`src/rtl/pulses_pkg.sv`:
```
// Shared constants, state encodings and payload byte selection for the parameter readback link.
package pulses_pkg;

  localparam logic [7:0]  HEADER      = 8'hA5;
  localparam int unsigned FRAME_LEN   = 22;
  localparam int unsigned PAYLOAD_LEN = 20;
  localparam int unsigned PAYLOAD_W   = PAYLOAD_LEN * 8;
  localparam int unsigned BYTE_IDX_W  = 5;
  localparam int unsigned BIT_IDX_W   = 3;

  localparam int unsigned FLAG_PU  = 0;
  localparam int unsigned FLAG_NUT = 1;
  localparam int unsigned FLAG_BL  = 2;

  // Line-level phases of the serializer.
  typedef enum logic [2:0] {IDLE, ARM, START, DATA, STOP} state_t;

  // Frame-level sequencing in the top.
  typedef enum logic [1:0] {FRAME_IDLE, FRAME_ARM, FRAME_SEND} frame_state_t;

  // Payload byte idx (1..PAYLOAD_LEN) from the big-endian shadow; byte 1 is the MSB.
  function automatic logic [7:0] payload_byte(logic [PAYLOAD_W-1:0] shadow,
                                              logic [BYTE_IDX_W-1:0] idx);
    logic [PAYLOAD_W-1:0] sh;
    sh = shadow >> {5'(PAYLOAD_LEN) - idx, 3'b000};
    return sh[7:0];
  endfunction

endpackage

```
`src/rtl/uart_tx_byte.sv`:
```
// 8N1 byte serializer, LSB first. ready is high when a start will be taken this cycle,
// including the last cycle of a stop bit so bytes can follow with no idle gap.
module uart_tx_byte
  import pulses_pkg::*;
#(
  parameter int unsigned CLKS_PER_BIT = 1745
) (
  input  logic       clk_pll,
  input  logic       reset,
  input  logic       start,
  input  logic [7:0] data,
  output logic       ready,
  output logic       txd
);

  localparam int unsigned CNT_W = (CLKS_PER_BIT > 1) ? $clog2(CLKS_PER_BIT) : 1;
  localparam logic [CNT_W-1:0] CNT_LAST = CNT_W'(CLKS_PER_BIT - 1);

  state_t                 state, state_n;
  logic [CNT_W-1:0]       cnt, cnt_n;
  logic [BIT_IDX_W-1:0]   bit_idx, bit_idx_n;
  logic [7:0]             shift, shift_n;
  logic                   txd_n, ready_n;
  logic                   bit_end;

  assign bit_end = (cnt == CNT_LAST);

  always_ff @(posedge clk_pll or posedge reset) begin
    if (reset) begin
      state   <= IDLE;
      cnt     <= '0;
      bit_idx <= '0;
      shift   <= '0;
      txd     <= 1'b1;
      ready   <= 1'b1;
    end else begin
      state   <= state_n;
      cnt     <= cnt_n;
      bit_idx <= bit_idx_n;
      shift   <= shift_n;
      txd     <= txd_n;
      ready   <= ready_n;
    end
  end

  always_comb begin
    state_n   = state;
    cnt_n     = cnt;
    bit_idx_n = bit_idx;
    shift_n   = shift;
    txd_n     = txd;
    if (state != IDLE) cnt_n = bit_end ? '0 : cnt + CNT_W'(1);
    case (state)
      IDLE: begin
        if (start) begin
          state_n = START;
          shift_n = data;
          txd_n   = 1'b0;
        end
      end
      START: begin
        if (bit_end) begin
          state_n   = DATA;
          bit_idx_n = '0;
          txd_n     = shift[0];
        end
      end
      DATA: begin
        if (bit_end) begin
          if (bit_idx == BIT_IDX_W'(7)) begin
            state_n = STOP;
            txd_n   = 1'b1;
          end else begin
            bit_idx_n = bit_idx + BIT_IDX_W'(1);
            shift_n   = {1'b0, shift[7:1]};
            txd_n     = shift[1];
          end
        end
      end
      STOP: begin
        if (bit_end) begin
          if (start) begin
            state_n = START;
            shift_n = data;
            txd_n   = 1'b0;
          end else begin
            state_n = IDLE;
            txd_n   = 1'b1;
          end
        end
      end
      default: begin
        state_n = IDLE;
        txd_n   = 1'b1;
      end
    endcase
    ready_n = (state_n == IDLE) || ((state_n == STOP) && (cnt_n == CNT_LAST));
  end

endmodule

```
`src/rtl/param_readback_tx.sv`:
```
// Pulse parameter readback: snapshots the active parameter set and sends a 22-byte
// checksummed frame over UART. Optional READBACK_SYNC_ALIGN_EN delays the snapshot to a sync_on falling edge.
module param_readback_tx
  import pulses_pkg::*;
#(
  parameter int unsigned CLKS_PER_BIT = 1745,
  parameter logic [7:0]  HEADER       = pulses_pkg::HEADER
) (
  input  logic        clk_pll,
  input  logic        reset,
  input  logic        req,
  input  logic        sync_on,
  input  logic [7:0]  per,
  input  logic [15:0] p1wid,
  input  logic [15:0] del,
  input  logic [15:0] p2wid,
  input  logic [31:0] nut_w,
  input  logic [31:0] nut_d,
  input  logic [7:0]  cp,
  input  logic [7:0]  p_bl,
  input  logic [15:0] p_bl_off,
  input  logic        pu,
  input  logic        nut,
  input  logic        bl,
  output logic        txd,
  output logic        busy,
  output logic        done
);

  localparam logic [BYTE_IDX_W-1:0] BYTE_LAST = BYTE_IDX_W'(FRAME_LEN - 1);

  frame_state_t           state, state_n;
  logic                   busy_n, done_n;
  logic [BYTE_IDX_W-1:0]  byte_idx, byte_idx_n, byte_nxt_c;
  logic [7:0]             csum, csum_n;
  logic [PAYLOAD_W-1:0]   shadow, shadow_n, snap_c;
  logic [7:0]             flags_c, nxt_byte_c, ser_data_c;
  logic                   ser_start_c, ser_ready, load_c;

  always_comb begin
    flags_c           = '0;
    flags_c[FLAG_PU]  = pu;
    flags_c[FLAG_NUT] = nut;
    flags_c[FLAG_BL]  = bl;
  end

  assign snap_c = {per, p1wid, del, p2wid, nut_w, nut_d, cp, p_bl, p_bl_off, flags_c};

`ifdef READBACK_SYNC_ALIGN_EN
  logic sync_meta, sync_s, sync_d, sync_fall_c;

  always_ff @(posedge clk_pll or posedge reset) begin
    if (reset) begin
      sync_meta <= 1'b0;
      sync_s    <= 1'b0;
      sync_d    <= 1'b0;
    end else begin
      sync_meta <= sync_on;
      sync_s    <= sync_meta;
      sync_d    <= sync_s;
    end
  end

  assign sync_fall_c = sync_d & ~sync_s;
`else
  logic unused_sync_on;
  assign unused_sync_on = sync_on;
`endif

  // Byte to hand the serializer when the current one finishes; the last slot carries the checksum.
  assign byte_nxt_c = byte_idx + BYTE_IDX_W'(1);
  assign nxt_byte_c = (byte_nxt_c == BYTE_LAST) ? csum : payload_byte(shadow, byte_nxt_c);

  always_ff @(posedge clk_pll or posedge reset) begin
    if (reset) begin
      state    <= FRAME_IDLE;
      busy     <= 1'b0;
      done     <= 1'b0;
      byte_idx <= '0;
      csum     <= '0;
      shadow   <= '0;
    end else begin
      state    <= state_n;
      busy     <= busy_n;
      done     <= done_n;
      byte_idx <= byte_idx_n;
      csum     <= csum_n;
      shadow   <= shadow_n;
    end
  end

  always_comb begin
    state_n     = state;
    busy_n      = busy;
    done_n      = 1'b0;
    byte_idx_n  = byte_idx;
    csum_n      = csum;
    shadow_n    = shadow;
    ser_start_c = 1'b0;
    ser_data_c  = HEADER;
    load_c      = 1'b0;
    case (state)
      FRAME_IDLE: begin
        if (req) begin
          busy_n = 1'b1;
`ifdef READBACK_SYNC_ALIGN_EN
          state_n = FRAME_ARM;
`else
          load_c  = 1'b1;
`endif
        end
      end
      FRAME_ARM: begin
`ifdef READBACK_SYNC_ALIGN_EN
        load_c  = sync_fall_c;
`else
        state_n = FRAME_IDLE;
`endif
      end
      FRAME_SEND: begin
        if (ser_ready) begin
          if (byte_idx < BYTE_LAST) begin
            byte_idx_n  = byte_nxt_c;
            ser_start_c = 1'b1;
            ser_data_c  = nxt_byte_c;
            if (byte_nxt_c != BYTE_LAST) csum_n = csum + nxt_byte_c;
          end else begin
            done_n  = 1'b1;
            busy_n  = 1'b0;
            state_n = FRAME_IDLE;
          end
        end
      end
      default: state_n = FRAME_IDLE;
    endcase
    // Snapshot and header launch share one path for both acceptance modes.
    if (load_c) begin
      state_n     = FRAME_SEND;
      shadow_n    = snap_c;
      byte_idx_n  = '0;
      csum_n      = '0;
      ser_start_c = 1'b1;
      ser_data_c  = HEADER;
    end
  end

  uart_tx_byte #(
    .CLKS_PER_BIT (CLKS_PER_BIT)
  ) u_tx_byte (
    .clk_pll (clk_pll),
    .reset   (reset),
    .start   (ser_start_c),
    .data    (ser_data_c),
    .ready   (ser_ready),
    .txd     (txd)
  );

endmodule

```
`config.mk`:
```
export PLATFORM = sky130hd
export DESIGN_NAME = param_readback_tx
export DESIGN_NICKNAME = d
export VERILOG_FILES = /design/src/rtl/pulses_pkg.sv /design/src/rtl/uart_tx_byte.sv /design/src/rtl/param_readback_tx.sv
export SDC_FILE = /design/constraint.sdc
export NUM_CORES = 1
export LEC_CHECK = 0
export ABC_AREA = 1
export CORE_MARGIN = 10
export CORE_UTILIZATION = 54
export DETAILED_ROUTE_END_ITERATION = 10
export GPL_TIMING_DRIVEN = 1
export PLACE_DENSITY = 0.82
export SYNTH_ARGS = -nofsm -noshare
export SYNTH_HDL_FRONTEND = slang
export SYNTH_SLANG_ARGS = --single-unit
export TNS_END_PERCENT = 5
```
`constraint.sdc`:
```
create_clock -name clk_pll -period 9.45 [get_ports clk_pll]
set_input_delay 1.89 -clock clk_pll [delete_from_list [all_inputs] [get_ports clk_pll]]
set_output_delay 1.89 -clock clk_pll [all_outputs]
set_load 0.01 [all_outputs]
```
Word-level counts from Yosys, hierarchy flattened
Index checks and enable logic that the tools add are counted.
Word-level totals
  register bits: 199
  input bits: 159
  output and inout port bits: 3
  logic and storage cells: 116
Operators by class
  add/subtract/negate cells: 5
  $lt $le $gt $ge: 1
  eq/ne operators: 21
  shift operators: 1
  multiplexer cells: 56
  reductions and logical operators: 20
Operators by type and width (number)
  $shr 160x8->8: 1
  $mux 8: 14
  $mux 3: 8
  $pmux 8 s3: 1
  $eq 11x11->1 const B: 2
  $mux 11: 2
  $mux 5: 4
  $reduce_and 4->1: 5
  $mux 1: 18
  $pmux 3 s4: 1
  $reduce_bool 2->1: 6
  $add 11x1->11 const B: 1
  $ne 2x2->1 const B: 5
  $eq 3x3->1 const B: 3
  $add 8x8->8: 1
  $mux 2: 4
  $ne 2x1->1 const B: 4
  $eq 3x2->1 const B: 2
  $logic_not 3->1: 2
  $pmux 3 s2: 1
  $reduce_and 3->1: 2
  $reduce_bool 3->1: 2
  $add 5x1->5 const B: 1
  $eq 5x5->1 const B: 1
  13 further kinds: 13

Longest topological paths before layout
  depth after elaboration: 11
  gate-level depth with buffers: 30
  gate-level depth less buffers: 25

By module
Synthesis repeated with hierarchy kept, for this count alone.
Second synthesis, totals
  cell total of the unflattened synthesis: 1296
  area total of the unflattened synthesis: 10034.6 µm²
By module, submodules not included
  param_readback_tx: times used 1, cells each 1089, area an instance 8419.3 µm², sequential area each 4279.1 µm²
  uart_tx_byte: times used 1, cells each 207, area an instance 1615.3 µm², sequential area each 678.2 µm²

Least setup slack after synthesis
No wires, ideal clock.
  path type: register to register
  from: register byte_idx[0]
  to: register csum[6]
  library setup time: 0.129 ns
  data arrival time: 3.399 ns
  data required time: 9.321 ns
  setup slack: 5.923 ns
  stages on the path, launching flop included: 30
  buffers on the path: 5
  clock period less this slack: 3.527 ns
  path through: dfrtp_1 > buf_6 > inv_2 > buf_4 > buf_4 > ha_1 > buf_6 > clkinv_4 > nand2_8 > nand2_8 > inv_2 > buf_2 > o21ai_0 > o2111ai_1 > nand3_1 > nand3_1 > nand2_1 > nand2_1 > inv_1 > ha_1 > inv_1 > fa_1 > o221ai_1 > nand2_1 > nand2_1 > nand2_1 > nand2_1 > a21oi_1 > o21ai_0 > o21ai_0
Between the ends
  cells in the longest elaborated chain, start to end: 10
  elaborated cells between the ends (all ways): 16
  classes of those cells: add/sub (3); order compare (1); eq/ne (2); shift (1); mux (6); reduce/logical (3)
RTL lines
  from (decl): RTL line param_readback_tx.sv:34  | logic [BYTE_IDX_W-1:0] byte_idx, byte_idx_n, byte_nxt_c;
  from (signal assigned): RTL line param_readback_tx.sv:86  | byte_idx <= byte_idx_n;
  $add 5x1->5: RTL line param_readback_tx.sv:71  | assign byte_nxt_c = byte_idx + BYTE_IDX_W'(1);
  $sub 5x5->5: RTL line pulses_pkg.sv:25  | sh = shadow >> {5'(PAYLOAD_LEN) - idx, 3'b000};
  $shr 160x8->8: RTL line pulses_pkg.sv:25
  $mux 8: RTL line param_readback_tx.sv:72  | assign nxt_byte_c = (byte_nxt_c == BYTE_LAST) ? csum : payload_byte(shadow, byte_nxt_c);
  $add 8x8->8: RTL line param_readback_tx.sv:126  | if (byte_nxt_c != BYTE_LAST) csum_n = csum + nxt_byte_c;
  $mux 8: RTL line param_readback_tx.sv:126
  $mux 8: RTL line param_readback_tx.sv:122  | if (byte_idx < BYTE_LAST) begin
  $mux 8: RTL line param_readback_tx.sv:121  | if (ser_ready) begin
  $mux 8: RTL line param_readback_tx.sv:102  | case (state)
  $mux 8: RTL line param_readback_tx.sv:137  | if (load_c) begin
  to (signal assigned): RTL line param_readback_tx.sv:87  | csum <= csum_n;
  to (decl): RTL line param_readback_tx.sv:35  | logic [7:0] csum, csum_n;
Parallel ways exist; a longest one is shown, timed or not. The select of a mux whose other input is x is not followed.
A chain may end at the register's enable or synchronous reset.

Worst setup path after layout
Same ends and word-level chain as after synthesis.

==> impl_metrics.csv <==
group,metric,value,unit
sta,finalClockSkew,0.0145,ns
floorplan,die_h,157,microns
floorplan,core,18100,sq um
clocking,cts_tree,"built",
outcome,outcome,"completed",
synthesis,synth_cell_types,48,
floorplan,initial_core_util,55.6,%
detailed_routing,firstDrtPassIters,5,
synthesis,avgSynthCellArea,7.64,sq um
global_route,grt-ovfl-total,0,
setup_path,cp_common_cell,"nand2_1",
clocking,ctsHoldBuffers,0,
placed_design,portBuffers,160,
cells_and_area,drive_gt1_share,5.50,%
global_route,grt_use_met3,5.40,%
synthesis,synth_nets,1494,
setup_path,worstPathArrival,5.32,ns
sta,slew_headroom,30.7,%
clocking,cts-buffers-inserted,17,
floorplan,die_w,157,microns
setup_path,worstPathRequired,9.76,ns
sta,rsz0062_at_grt,"no",
sta,min_period,5.00,ns
cells_and_area,final_nets,1615,
clocking,ctsRootBufferMaster,"clkbuf_16",
global_route,first_global_vias,8972,
detailed_routing,wl_per_cell,16.7,microns
detailed_routing,first_iter_violations,918,
global_route,grt_usage,22.8,%
setup_path,critPathMaxFanout,30,
sta,tightest_slew,1.04,ns
sta,slew_viol_final,0,
setup_path,slowest_delay,0.53,ns
power_and_ir_drop,power_density,175,nW/um^2
global_route,antenna_found_initial,2,
clocking,clk_pin_slew,0.07,ns
worst_hold_path,hold_path_class,"reg2reg",
setup_path,worstSetupEndpointType,"register",
sta,period_share,53.0,%
global_route,grt_max_degree,129,
sta,setup_viol,0,
placed_design,dp_hpwl,19.2,mm
synthesis,yosysWarningCount,0,
setup_path,startpoint_type,"register",
floorplan,rows,49,
clocking,cts.sinks,198,
clocking,cts_resized,0,
placed_design,place.gp.congestion,0.967,
synthesis,syn-cell-area,10100,sq um
detailed_routing,ant_nets,0,
setup_path,crit_chain,"inv_2, ha_1, nand2_2, nand2_8, inv_2, o21ai_0, o2111ai_1, nand3_1, nand3_1, nand2_1, nand2_1, inv_1, ha_1, inv_1, fa_1, o221ai_1, nand2_1, nand2_1, nand2_1, nand2_1, a21oi_1, o21ai_0, o21ai_0",
clocking,cts.path.max_buffers,2,
synthesis,ys_seq_area_share,49.2,%
sta,tns,0,ns
power_and_ir_drop,irDropWorstVdd,0.132,mV
clocking,clk_latency,0.44,ns
sta,max_freq,200,MHz
power_and_ir_drop,p_leak,6.12,nW
global_route,grt_use_met2,37.2,%
global_route,busiest_layer,"met2",
detailed_routing,drc_errors,0,
floorplan,die_area,24500,sq um
setup_path,path_class,"reg2reg",
detailed_routing,drt-total-wl,28.1,mm
global_route,grt_pass1_wl,45.0,mm
flow_run,cap_violations,0,
setup_path,cp_slowest_cell,"ha_1",
synthesis,synthCells,1320,
cells_and_area,layout_commonest_cell,"nand2_1",
cells_and_area,area_delta_synth_final,22.1,%
clocking,post_cts_buffers,0,
sta,hold_viol,0,
floorplan,io_pins,162,
detailed_routing,vias,9180,
cells_and_area,fill_cells,1475,
sta,whs,0.477,ns
clocking,h-tree-depth,4,
cells_and_area,final_cell_mix,"572 x nand2_1, 195 x dfrtp_1, 160 x clkdlybuf4s50_1",
global_route,grtUsageMet1,29.1,%
detailed_routing,vias_per_cell,5.45,
synthesis,ys_seq_elements,198,
[final timing paths]
| path | from | to | slack (ns) | depth (start not counted) |
|---|---|---|---|---|
| max reg2reg | byte_idx[0]$_DFFE_PP0P_ | csum[6]$_DFFE_PP0P_ | 4.45 | 23 |
| max in group asynchronous | reset | byte_idx[0]$_DFFE_PP0P_ | 5.92 | 3 |
| min | shadow[58]$_DFFE_PP0P_ | shadow[58]$_DFFE_PP0P_ | 0.48 | 2 |
| min reg2reg | shadow[58]$_DFFE_PP0P_ | shadow[58]$_DFFE_PP0P_ | 0.48 | 2 |
| min in group asynchronous | reset | shadow[36]$_DFFE_PP0P_ | 1.99 | 2 |
| max | byte_idx[0]$_DFFE_PP0P_ | csum[6]$_DFFE_PP0P_ | 4.45 | 23 |
[state kept, by name, indices dropped and copies added (netlist names)]
signal and cells:
done 1, csum 8, byte_idx 5, u_tx_byte.ready 1
u_tx_byte.state 3, u_tx_byte.txd 1, u_tx_byte.bit_idx 3, u_tx_byte.shift 8
shadow 155, u_tx_byte.cnt 11, busy 1, state 1
[worst max-delay path, delay by kind of cell, from the launching register on]
kind / cells / cell delay [ns]
AND/OR/NAND/NOR: 10 / 1.57
adder cells (fa/ha/maj): 3 / 1.12
AO/OA/AOI/OAI: 6 / 0.90
buffers and inverters: 4 / 0.86
flip-flops: 1 / 0.40
[routing by layer]
metal  wire, microns  up-vias
met4             584        0
met1           11700     4301
met3            2450       47
met5               0        -
li1                -     4423
met2           13400      409
[layout make-up]
cell class | instances | area (sq um) | area share, %
sequential | 198 | 4960 | 40.3
multi-input combinational | 942 | 4350 | 35.3
antenna | 2 | 5.00 | 0.0406
clock buffer | 17 | 425 | 3.45
inverter | 117 | 457 | 3.71
timing repair buffer | 165 | 1640 | 13.3
tap | 229 | 287 | 2.33
clock inverter | 15 | 193 | 1.56
[kinds of logic (layout without fill, tap and decap cells)]
logic type | Yosys count | in the layout | synth area share [%]
simple gates | 742 | 742 | 30.0
compound gates | 180 | 180 | 10.7
flops | 198 | 198 | 49.2
buf+inv | 180 | 314 | 7.78
xor+xnor | 5 | 5 | 0.434
fa+ha+maj | 15 | 15 | 1.94
other cells | 0 | 2 | 0
[synthesized netlist by cell type, drive strengths merged]
| cell | number | share of area, % |
|---|---|---|
| a211oi | 2 | 0.15 |
| a21boi | 3 | 0.22 |
| a21o | 2 | 0.15 |
| a21oi | 26 | 1.4 |
| a22oi | 8 | 0.60 |
| a2bb2oi | 2 | 0.17 |
| a31oi | 2 | 0.12 |
| buf | 29 | 2.1 |
| clkbuf | 34 | 1.3 |
| clkinv | 1 | 0.087 |
| dfrtp | 196 | 49 |
| dfstp | 2 | 0.52 |
| fa | 1 | 0.20 |
| ha | 14 | 1.7 |
| inv | 116 | 4.3 |
| nand2 | 582 | 22 |
| nand3 | 62 | 3.3 |
| nand3b | 3 | 0.22 |
| nand4 | 8 | 0.56 |
| nor2 | 73 | 2.9 |
| nor3 | 7 | 0.45 |
| nor4 | 1 | 0.12 |
| o2111ai | 7 | 0.61 |
| o211ai | 7 | 0.52 |
| o21a | 1 | 0.074 |
| o21ai | 98 | 4.9 |
| o221ai | 8 | 0.88 |
| o22ai | 12 | 0.74 |
| o31ai | 2 | 0.15 |
| or2 | 6 | 0.37 |
| xnor2 | 1 | 0.087 |
| xor2 | 4 | 0.35 |
[metrics by stage]
stage	setup WS (ns)	power [mW]	std cells	cell area (sq um)	util (%)
6_report	4.45	2.16	1685	12300	67.9
3_3_place_gp	4.65	1.38	1651	11700	64.4
4_1_cts	4.57	2.16	1683	12300	67.8
2_1_floorplan	2.17	1.25	1320	10100	-
3_5_place_dp	4.58	1.40	1651	11700	64.4
5_1_grt	4.12	2.25	1685	12300	67.9
[report_power, final]
part	internal, mW	total (mW)	switching (mW)	leakage (nW)
registers	0.932	0.980	0.0487	2.44
logic	0.172	0.413	0.241	3.37
clock network	0.424	0.765	0.341	0.301
(Power assumes the default switching activity.)
